--- config.mk ---
export PLATFORM = sky130hd
export DESIGN_NAME = prio_arbiter_n
export DESIGN_NICKNAME = d
export VERILOG_FILES = /design/src/rtl/prio_arbiter_n.sv
export SDC_FILE = /design/constraint.sdc
export NUM_CORES = 1
export LEC_CHECK = 0
export CORE_MARGIN = 1
export CORE_UTILIZATION = 45
export CTS_CLUSTER_DIAMETER = 200
export DETAILED_ROUTE_END_ITERATION = 16
export PLACE_DENSITY = 0.71
export SYNTH_ARGS = -nofsm -noshare
export SYNTH_HDL_FRONTEND = slang
export SYNTH_SLANG_ARGS = --single-unit
--- constraint.sdc ---
create_clock -name clk -period 6.3 [get_ports clk]
set_clock_uncertainty 0.15 [all_clocks]
set_input_delay 1.26 -clock clk [delete_from_list [all_inputs] [get_ports clk]]
set_output_delay 1.26 -clock clk [all_outputs]
set_load 0.1 [all_outputs]
--- src/rtl/prio_arbiter_n.sv ---
// N-input arbiter with a registered valid/ready grant (binary index and one-hot).
// Fixed-priority (highest index wins) or round-robin (descending from pointer) per arbitration.
module prio_arbiter_n #(
    parameter int N       = 8,
    parameter int RST_PTR = N - 1,
    localparam int W      = $clog2(N)
) (
    input  logic         clk,
    input  logic         rst,
    input  logic [N-1:0] req,
    input  logic         mode,
    output logic [W-1:0] grant_idx,
    output logic [N-1:0] grant_oh,
    output logic         grant_valid,
    input  logic         grant_ready,
    output logic [W-1:0] ptr_dbg
);
    localparam int WP = W + 1;

    logic           valid_r;
    logic [W-1:0]   idx_r;
    logic [N-1:0]   oh_r;
    logic [W-1:0]   ptr_r;

    logic           accept_s;
    logic           free_s;
    logic           any_s;
    logic [W-1:0]   ptr_nxt_s;
    logic [W-1:0]   fixed_idx_s;
    logic [W-1:0]   rot_hi_s;
    logic [W-1:0]   rr_idx_s;
    logic [W-1:0]   win_idx_s;
    logic [N-1:0]   win_oh_s;
    logic [2*N-1:0] dbl_s;
    logic [N-1:0]   rot_s;
    logic [WP-1:0]  shamt_s;
    logic [WP-1:0]  rr_sum_s;

    function automatic logic [W-1:0] hi_idx(input logic [N-1:0] v);
        logic [W-1:0] r;
        r = {W{1'b0}};
        for (int i = 0; i < N; i++) begin
            r = v[i] ? W'(i) : r;
        end
        return r;
    endfunction

    assign accept_s = valid_r & grant_ready;
    assign free_s   = ~valid_r | grant_ready;
    assign any_s    = |req;

    // Pointer moves to just below the accepted index, only on round-robin acceptance.
    always_comb begin
        ptr_nxt_s = ptr_r;
        if (accept_s && mode) begin
            ptr_nxt_s = (idx_r == {W{1'b0}}) ? W'(N - 1) : idx_r - W'(1);
        end else begin
            ptr_nxt_s = ptr_r;
        end
    end

    // Winner selection; the round-robin search rotates req so req[ptr] lands on the top bit,
    // then reuses the highest-set-bit search and maps the position back.
    always_comb begin
        dbl_s       = {req, req};
        shamt_s     = {1'b0, ptr_nxt_s} + WP'(1);
        rot_s       = N'(dbl_s >> shamt_s);
        rot_hi_s    = hi_idx(rot_s);
        rr_sum_s    = {1'b0, rot_hi_s} + {1'b0, ptr_nxt_s} + WP'(1);
        rr_idx_s    = (rr_sum_s >= WP'(N)) ? W'(rr_sum_s - WP'(N)) : W'(rr_sum_s);
        fixed_idx_s = hi_idx(req);
        win_idx_s   = mode ? rr_idx_s : fixed_idx_s;
        win_oh_s    = N'(1) << win_idx_s;
    end

    // Grant and pointer registers; a held grant is frozen until the slot frees up.
    always_ff @(posedge clk or posedge rst) begin
        if (rst) begin
            valid_r <= 1'b0;
            idx_r   <= {W{1'b0}};
            oh_r    <= {N{1'b0}};
            ptr_r   <= W'(RST_PTR);
        end else begin
            ptr_r <= ptr_nxt_s;
            if (free_s) begin
                valid_r <= any_s;
                idx_r   <= any_s ? win_idx_s : {W{1'b0}};
                oh_r    <= any_s ? win_oh_s : {N{1'b0}};
            end
        end
    end

    assign grant_valid = valid_r;
    assign grant_idx   = idx_r;
    assign grant_oh    = oh_r;
    assign ptr_dbg     = ptr_r;

endmodule

==> flow_summary.json, run 1 <==
{
  "status": "complete, no violations",
  "drc": 0,
  "clkTransAtPathRegs_ns": 0.10,
  "ir_drop_mv": 0.214,
  "wl_per_cell_um": 16.4,
  "fin_crit_ns": 4.94,
  "cts_buffers": 3,
  "finalWirelength_um": 4010,
  "finish.utilization_pct": 55.9,
  "seq_power_share_pct": 18.2,
  "gp_congestion": 0.884,
  "hp-class": "register to register",
  "p_per_area_nw_per_um2": 578,
  "dpl_cell_area_um2": 1720,
  "hpwl_um": 3090,
  "slew_violations": 0,
  "fin_ws_ns": 1.36,
  "h-tree-depth": 1,
  "dp_slack_ns": 1.09,
  "antennaDiodeCount": 0,
  "firstDrtPassIters": 4,
  "worstMarginPinSlew_ns": 0.982,
  "crit_required_ns": 6.33,
  "grt_overflow_total": 0,
  "switching_share_pct": 60.0,
  "arrival_ns": 4.97,
  "clock_latency_ns": 0.28,
  "io_buffers": 26,
  "ys_ff_latch": 15,
  "setup_viol": 0,
  "slew_headroom_pct": 34.3,
  "finalHoldViolCount": 0,
  "startpoint_type": "primary input",
  "syn2layout_area_growth_pct": 15.6,
  "cts_buffer_depth": 2,
  "grt_pass1_vias": 1410,
  "track_usage_pct": 24.6,
  "post_cts_buffers": 0,
  "grt_max_degree": 19,
  "p_comb_share_pct": 76.3,
  "cts_sinks": 15,
  "die_y_um": 60.0,
  "ys_top_cells_by_count": "nand2_1, nor2_1",
  "path_max_fanout": 18,
  "path_buf_inv": 1,
  "antenna_found_initial": 0,
  "clockPowerShare_pct": 5.5,
  "fin_crit_sh_pct": 78.5,
  "drt_iter0_drc": 88,
  "drv_cap": 0,
  "max_stage_delay_ns": 0.64,
  "yosysTopAreaCell": "dfrtp_1",
  "num-fill-cells": 295,
  "core_um2": 3130,
  "syn_area_per_cell_um2": 8.22,
  "path_cells": "clkdlybuf4s50_1, nand3_2, a21oi_4, mux2i_1, mux2_2, a21oi_1, nor2_1, o21ai_1, ha_1, fa_1, nand2_1, a21oi_1, nand4b_2, o21a_4, a32o_2",
  "cts_resized": 0,
  "p_sw_mw": 0.606,
  "synthFlopType": "dfrtp_1",
  "endpoint_kind": "register",
  "rsz0062_at_grt": "no",
  "crit_type": "primary input to register",
  "drive_gt1_share_pct": 11.9,
  "critPathTopFamily": "compound AO/OA/AOI/OAI gates",
  "yosysWarnings": 0,
  "synth.most_common_cell": "nand2_1",
  "synth_nets": 200,
  "fin_setup_tns_ns": 0,
  "vias_per_cell": 6.11,
  "syn_inst": 184,
  "synth_top_area_share_pct": 19.9,
  "clock.fmax_mhz": 202,
  "synth.distinct_cells": 52,
  "hold_buffers": 0,
  "die_width_um": 60.0,
  "vias": 1497,
  "ant_nets": 0,
  "synthArstFlopShare_pct": 100,
  "cell_internal_pwr_mw": 0.404,
  "final_nets": 218,
  "boundaryPins": 27,
  "yosysSeqAreaShare_pct": 25.1,
  "p_leak_nw": 0.713,
  "yosys-top-cells-area": "dfrtp_1, nand2_1, dfstp_2",
  "cts_tree": "yes",
  "crit_path_frequent_cell": "a21oi_1",
  "synth_edf_count": 0,
  "syn_area_um2": 1510,
  "design_area_um2": 1750,
  "clockRootBuffer": "clkbuf_4",
  "row_count": 20,
  "die-area_um2": 3600,
  "slowest_stage": "clkdlybuf4s50_1",
  "finalPower_mw": 1.01,
  "initial_core_util_pct": 48.4,
  "grt_pass1_wl_um": 6680
}
[sequential cells by signal, summed over array words and instances, names as in the netlist]
signal	count
grant_valid	1
grant_idx	3
grant_oh	8
ptr_dbg	3
[layer usage]
layer | GRT usage (%) | vias up | share of wire, %
met1 | 34.1 | 690 | 43
li1 | - | 711 | -
met4 | 7.97 | 0 | 2.3
met3 | 5.41 | 9 | 7.9
met2 | 37.6 | 87 | 47
met5 | 0 | - | 0
[path summary, 6_finish.rpt]
kind	start	cells after the start	slack [ns]	end
setup reg to reg	grant_idx[0]	18	2.01	grant_oh[7]
max in group asynchronous	rst	2	4.43	grant_oh[1]
setup / recovery	mode	15	1.36	grant_oh[7]
hold / removal	grant_oh[1]	2	0.34	grant_oh[1]
min in group asynchronous	rst	2	1.19	grant_idx[1]
hold reg to reg	grant_oh[1]	2	0.34	grant_oh[1]
[kinds of logic after synthesis]
| group | Yosys count | synth area share [%] |
|---|---|---|
| AND/OR/NAND/NOR | 71 | 24.5 |
| AO/OA/AOI/OAI | 58 | 28.8 |
| buffers and inverters | 27 | 10.8 |
| flip-flops | 15 | 25.1 |
| multiplexers | 9 | 7.03 |
| adder cells (fa/ha/maj) | 4 | 3.81 |
[final cells by class]
class / instances / area [um2] / share of cell area [%]
Multi-Input combinational cell: 142 / 970 / 55.5
Sequential cell: 15 / 379 / 21.7
Timing Repair Buffer: 27 / 268 / 15.3
Tap cell: 44 / 55.1 / 3.15
Inverter: 13 / 48.8 / 2.79
Clock buffer: 3 / 22.5 / 1.29
Clock inverter: 1 / 5.00 / 0.286
[worst register-to-register path: stages, from the launching register on]
cell      delay (ns)
dfrtp_1         0.49
inv_1           0.08
ha_1            0.21
ha_1            0.25
and2b_1         0.30
nor2_1          0.09
a21oi_4         0.38
mux2i_1         0.32
mux2_2          0.20
a21oi_1         0.07
nor2_1          0.10
o21ai_1         0.07
ha_1            0.20
fa_1            0.43
nand2_1         0.09
a21oi_1         0.04
nand4b_2        0.22
o21a_4          0.24
a32o_2          0.26
[layout by cell type, fill, tap and decap left out, types with 5 or more instances in the layout]
cell,count
a21oi_1,12
clkdlybuf4s50_1,26
dfrtp_1,12
inv_1,12
mux2i_1,5
nand2_1,23
nand3_1,5
nor2_1,16
o21ai_0,12
o21ai_1,5
[per-stage QoR]
step | hold slack (ns) | cells
4_1_cts | 0.346 | 245
5_1_grt | 0.378 | 245
3_3_place_gp | 0.315 | 241
3_5_place_dp | 0.324 | 241
6_report | 0.339 | 245
2_1_floorplan | 0.759 | 184
[power groups by stage]
stage               registers (mW)  logic, mW  clock network [mW]
global placement             0.182      0.752                   0
finish                       0.184      0.770              0.0558
floorplan                    0.443      0.360                   0
detailed placement           0.186      0.765                   0
CTS                          0.184      0.767              0.0580
global route                 0.190      0.824              0.0614
No activity file was read; power rests on OpenSTA's default activity.
==> run 2: changes to the inputs <==
--- a/config.mk
+++ b/config.mk
@@ -9,7 +9,7 @@
 export CORE_UTILIZATION = 45
 export CTS_CLUSTER_DIAMETER = 200
 export DETAILED_ROUTE_END_ITERATION = 16
-export PLACE_DENSITY = 0.71
+export PLACE_DENSITY = 0.74
 export SYNTH_ARGS = -nofsm -noshare
 export SYNTH_HDL_FRONTEND = slang
 export SYNTH_SLANG_ARGS = --single-unit
==> constraint.sdc (replaced) <==
create_clock -name clk -period 4.29 [get_ports clk]
set_clock_uncertainty 0.15 [all_clocks]
set_input_delay 0.858 -clock clk [delete_from_list [all_inputs] [get_ports clk]]
set_output_delay 0.858 -clock clk [all_outputs]
set_load 0.1 [all_outputs]
==> flow_summary.json, run 2 (synthesis gave the netlist of run 1 again) <==
{
  "status": "complete, no violations",
  "grt_overflow_total": 0,
  "path_cells": "clkdlybuf4s50_1, nand3_4, a21oi_4, buf_4, nor2_1, a21oi_1, mux4_2, a21oi_1, o22a_1, fa_1, nand2_1, a21oi_1, nand4b_2, o21a_4, a32o_2",
  "track_usage_pct": 25.3,
  "reg2reg_to": "grant_oh[5]",
  "endpoint_kind": "register",
  "io_buffers": 26,
  "drc": 0,
  "startpoint_type": "primary input",
  "seqCellArea_um2": 382,
  "ant_nets": 0,
  "die-area_um2": 3600,
  "drv_cap": 0,
  "p_per_area_nw_per_um2": 823,
  "wl_per_cell_um": 15.7,
  "row_count": 20,
  "syn2layout_area_growth_pct": 27.1,
  "crit_type": "primary input to register",
  "core_um2": 3130,
  "hold_end": "grant_oh[3]",
  "boundaryPins": 27,
  "p_comb_share_pct": 78.1,
  "design_area_um2": 1920,
  "crit_path_frequent_cell": "a21oi_1",
  "layout_common_cells": "clkdlybuf4s50_1, nand2_1, buf_4",
  "dpl_cell_area_um2": 1850,
  "arrival_ns": 4.14,
  "layout_commonest_cell": "clkdlybuf4s50_1",
  "holdPathStages": 2,
  "fin_crit_ns": 4.11,
  "fin_crit_sh_pct": 95.7,
  "die_width_um": 60.0,
  "initial_core_util_pct": 48.4,
  "grt_max_degree": 16,
  "vias_per_cell": 5.77,
  "cell_internal_pwr_mw": 0.675,
  "reg2reg_slack_ns": 0.28,
  "cts_sinks": 15,
  "path_max_fanout": 8,
  "slew_headroom_pct": 34.6,
  "max_stage_delay_ns": 0.58,
  "clockPowerShare_pct": 5.0,
  "die_y_um": 60.0,
  "final_nets": 237,
  "slew_violations": 0,
  "cts_buffer_depth": 2,
  "largest_reg_flops": 8,
  "drt-met1-wl_um": 1890,
  "grt_pass1_vias": 1429,
  "antennaDiodeCount": 0,
  "reg2reg_depth": 18,
  "multiInputGateArea_um2": 988,
  "slowest_stage": "clkdlybuf4s50_1",
  "crit_required_ns": 4.32,
  "clock_latency_ns": 0.29,
  "num-fill-cells": 263,
  "ir_drop_mv": 0.363,
  "clkTransAtPathRegs_ns": 0.08,
  "hp-class": "register to register",
  "clock.fmax_mhz": 244,
  "highest_layer": "met4",
  "switching_share_pct": 57.4,
  "dr_wl_met3_um": 252,
  "dp_slack_ns": -0.122,
  "setup_viol": 0,
  "fin_ws_ns": 0.183,
  "min_from": "grant_oh[3]",
  "drt_iter0_drc": 95,
  "grt_pass1_wl_um": 6760,
  "wl_met2_um": 1960,
  "cts_buffers": 3,
  "clockRootBuffer": "clkbuf_4",
  "worstMarginPinSlew_ns": 0.979,
  "finalHoldViolCount": 0,
  "finalWirelength_um": 4140,
  "p_leak_nw": 0.799,
  "drive_gt1_share_pct": 21.8,
  "seq_power_share_pct": 16.9,
  "p_sw_mw": 0.909,
  "gp_congestion": 0.949,
  "vias": 1523,
  "hold_buffers": 0,
  "firstDrtPassIters": 4,
  "r2r_start": "grant_idx[0]",
  "hpwl_um": 3160,
  "cts_tree": "yes",
  "antenna_found_initial": 0,
  "h-tree-depth": 1
}
## run 2: changes by cell type in the layout (fill, tap and decap cells not counted), moves of 2 or more
cell     change
mux2i_1      -2
dfrtp_2      +2
dfrtp_1      -2
buf_4       +18
mux2i_2      +2
## run 2: repair_timing
item | 4_1_cts | 5_1_grt
gates resized for setup | 0 | 5
setup endpoints to repair | 0 | 8
setup buffers | 0 | 4
## run 2: metal layers
layer	GRT usage (%)	vias up
li1	-	752
met1	35.1	709
met2	40.0	55
met3	4.98	7
met4	6.64	0
met5	0	-
## run 2: power groups by stage
stage / Combinational [mW] / Clock (mW) / Sequential, mW
2_1_floorplan: 0.528 / 0 / 0.652
3_3_place_gp: 1.18 / 0 / 0.272
3_5_place_dp: 1.20 / 0 / 0.274
4_1_cts: 1.20 / 0.0820 / 0.271
5_1_grt: 1.33 / 0.0890 / 0.274
6_report: 1.24 / 0.0796 / 0.267
## run 2: layout make-up
type	instances	area share, %
clock buffer	4	1.37
inverter	13	2.54
multi-input combinational	142	51.4
sequential	15	19.8
tap	44	2.86
timing repair buffer	46	22.0
## run 2: worst max-delay path by stage
stage / from / end / slack [ns] / depth (start not counted)
after global routing: mode / grant_oh[1] / -0.02 / 16
after global placement: mode / grant_oh[7] / -0.03 / 13
final: mode / grant_oh[5] / 0.18 / 15
after CTS: grant_idx[0] / grant_oh[5] / 0.19 / 18
after floorplan: grant_idx[2] / grant_oh[5] / 0.09 / 18
after detailed placement: mode / grant_oh[5] / -0.12 / 15
## run 2: metrics by stage
stage	setup TNS [ns]	power, mW	hold slack (ns)	utilization, %	std cells
finish	0	1.58	0.344	61.5	264
global route	-0.0166	1.69	0.374	61.5	264
CTS	0	1.56	0.346	59.9	260
detailed placement	-0.650	1.47	0.328	59.1	256
global placement	-0.0775	1.46	0.316	59.1	256
floorplan	0	1.18	0.607	-	184
## run 2: critical path, delay by kind of cell
| kind | cells | cell delay [ns] |
|---|---|---|
| fa+ha+maj | 1 | 0.45 |
| compound gates | 7 | 1.30 |
| buf+inv | 2 | 0.76 |
| mux | 1 | 0.28 |
| simple gates | 4 | 0.48 |
==> run 3: changes to the inputs <==
--- a/config.mk
+++ b/config.mk
@@ -9,6 +9,8 @@
 export CORE_UTILIZATION = 45
 export CTS_CLUSTER_DIAMETER = 200
 export DETAILED_ROUTE_END_ITERATION = 16
+export GPL_TIMING_DRIVEN = 1
+export MAX_ROUTING_LAYER = met4
 export PLACE_DENSITY = 0.74
 export SYNTH_ARGS = -nofsm -noshare
 export SYNTH_HDL_FRONTEND = slang
==> flow_summary.json, run 3 (synthesis gave the netlist of run 1 again) <==
{
  "status": "complete, no violations",
  "reg2reg_slack_ns": 0.26,
  "slew_violations": 0,
  "setup_viol": 0,
  "syn2layout_area_growth_pct": 25.5,
  "layout_commonest_cell": "clkdlybuf4s50_1",
  "cts_buffer_depth": 2,
  "grt_max_degree": 16,
  "hold_ws_ns": 0.345,
  "hpwl_um": 3250,
  "cts_buffers": 3,
  "largest_reg_flops": 8,
  "finalWirelength_um": 4280,
  "fin_crit_ns": 4.03,
  "cts_sinks": 15,
  "clockRootBuffer": "clkbuf_4",
  "cts_tree": "yes",
  "place_inst": 257,
  "firstDrtPassIters": 4,
  "vias": 1576,
  "grt_pass1_vias": 1474,
  "final_nets": 236,
  "finish.utilization_pct": 60.7,
  "wl_per_cell_um": 16.3,
  "finalPower_mw": 1.56,
  "layout_common_cells": "clkdlybuf4s50_1, nand2_1, buf_4",
  "antennaDiodeCount": 0,
  "clock_latency_ns": 0.28,
  "slew_headroom_pct": 34.9,
  "endpoint_kind": "register",
  "arrival_ns": 4.08,
  "antenna_found_initial": 0,
  "clkTransAtPathRegs_ns": 0.08,
  "grt_overflow_total": 0,
  "vias_per_cell": 5.99,
  "initial_core_util_pct": 48.4,
  "ir_drop_mv": 0.435,
  "p_per_area_nw_per_um2": 823,
  "drt_iter0_drc": 73,
  "row_count": 20,
  "startpoint_type": "register",
  "p_leak_nw": 0.800,
  "die_width_um": 60.0,
  "hp-class": "register to register",
  "h-tree-depth": 1,
  "ant_nets": 0,
  "num-fill-cells": 282,
  "worstMarginPinSlew_ns": 0.974,
  "path_max_fanout": 9,
  "drive_gt1_share_pct": 20.1,
  "die_y_um": 60.0,
  "grt_pass1_wl_um": 7040,
  "drc": 0,
  "crit_required_ns": 4.34,
  "die-area_um2": 3600,
  "io_buffers": 26,
  "gp_congestion": 0.954,
  "final_cell_count_no_fill": 263,
  "clock.fmax_mhz": 248,
  "track_usage_pct": 26.8,
  "boundaryPins": 27,
  "crit_type": "register to register",
  "finalHoldViolCount": 0,
  "drv_cap": 0,
  "fin_crit_sh_pct": 93.9,
  "core_um2": 3130
}
## run 3: worst max-delay path, cell delays in order (launching register included)
cell and delay, ns:
dfrtp_2 0.45, inv_1 0.07, ha_1 0.21, ha_1 0.26, and2b_1 0.31, nor2_2 0.09
a21oi_4 0.21, buf_4 0.15, nor2_1 0.03, a21oi_1 0.16, mux4_2 0.27, a21oi_1 0.06
o22a_1 0.21, fa_1 0.46, nand2_1 0.08, a21oi_1 0.03, nand4b_2 0.22, o21a_4 0.23
buf_4 0.13, o21ai_0 0.16
## run 3: per-stage QoR
stage | setup WS, ns | area, um2 | TNS [ns]
2_1_floorplan | 0.0920 | 1520 | 0
3_3_place_gp | 0.00912 | 1840 | 0
3_5_place_dp | -0.0922 | 1840 | -0.376
4_1_cts | 0.178 | 1870 | 0
5_1_grt | -0.00675 | 1900 | -0.00675
6_report | 0.263 | 1900 | 0
## run 3: report_power, final
group          switching (mW)  internal [mW]
logic                   0.799          0.408
registers              0.0677          0.208
clock network          0.0436         0.0361
## run 3: timing repair
item | CTS | global route
resized for setup | 0 | 3
buffers inserted | 0 | 1
hold buffers | 0 | 0
endpoints found under the setup margin | 0 | 7
## run 3: layout make-up
class,instances,area (um2),share of cell area [%]
inverters,13,48.8,2.57
well taps,44,55.1,2.90
multi-input cells,143,988,52.1
repair buffers,44,398,21.0
flip-flops and latches,15,382,20.1
clock buffers,4,26.3,1.38
## run 3: per-layer routing
| layer | global-route usage, % | up-vias | part of all wire, % |
|---|---|---|---|
| li1 | - | 749 | - |
| met2 | 42.1 | 61 | 48 |
| met4 | 3.65 | 0 | 1.0 |
| met5 | - | - | 0 |
| met1 | 36.9 | 762 | 45 |
| met3 | 4.55 | 4 | 5.9 |
## run 3: final timing paths
kind                       cells past startpoint    startpoint      endpoint
max                                           19  grant_idx[0]   grant_oh[3]
min in group asynchronous                      2           rst   grant_oh[4]
max reg2reg                                   19  grant_idx[0]   grant_oh[3]
max in group asynchronous                      2           rst  grant_idx[0]
min                                            2   grant_oh[1]   grant_oh[1]
min reg2reg                                    2   grant_oh[1]   grant_oh[1]
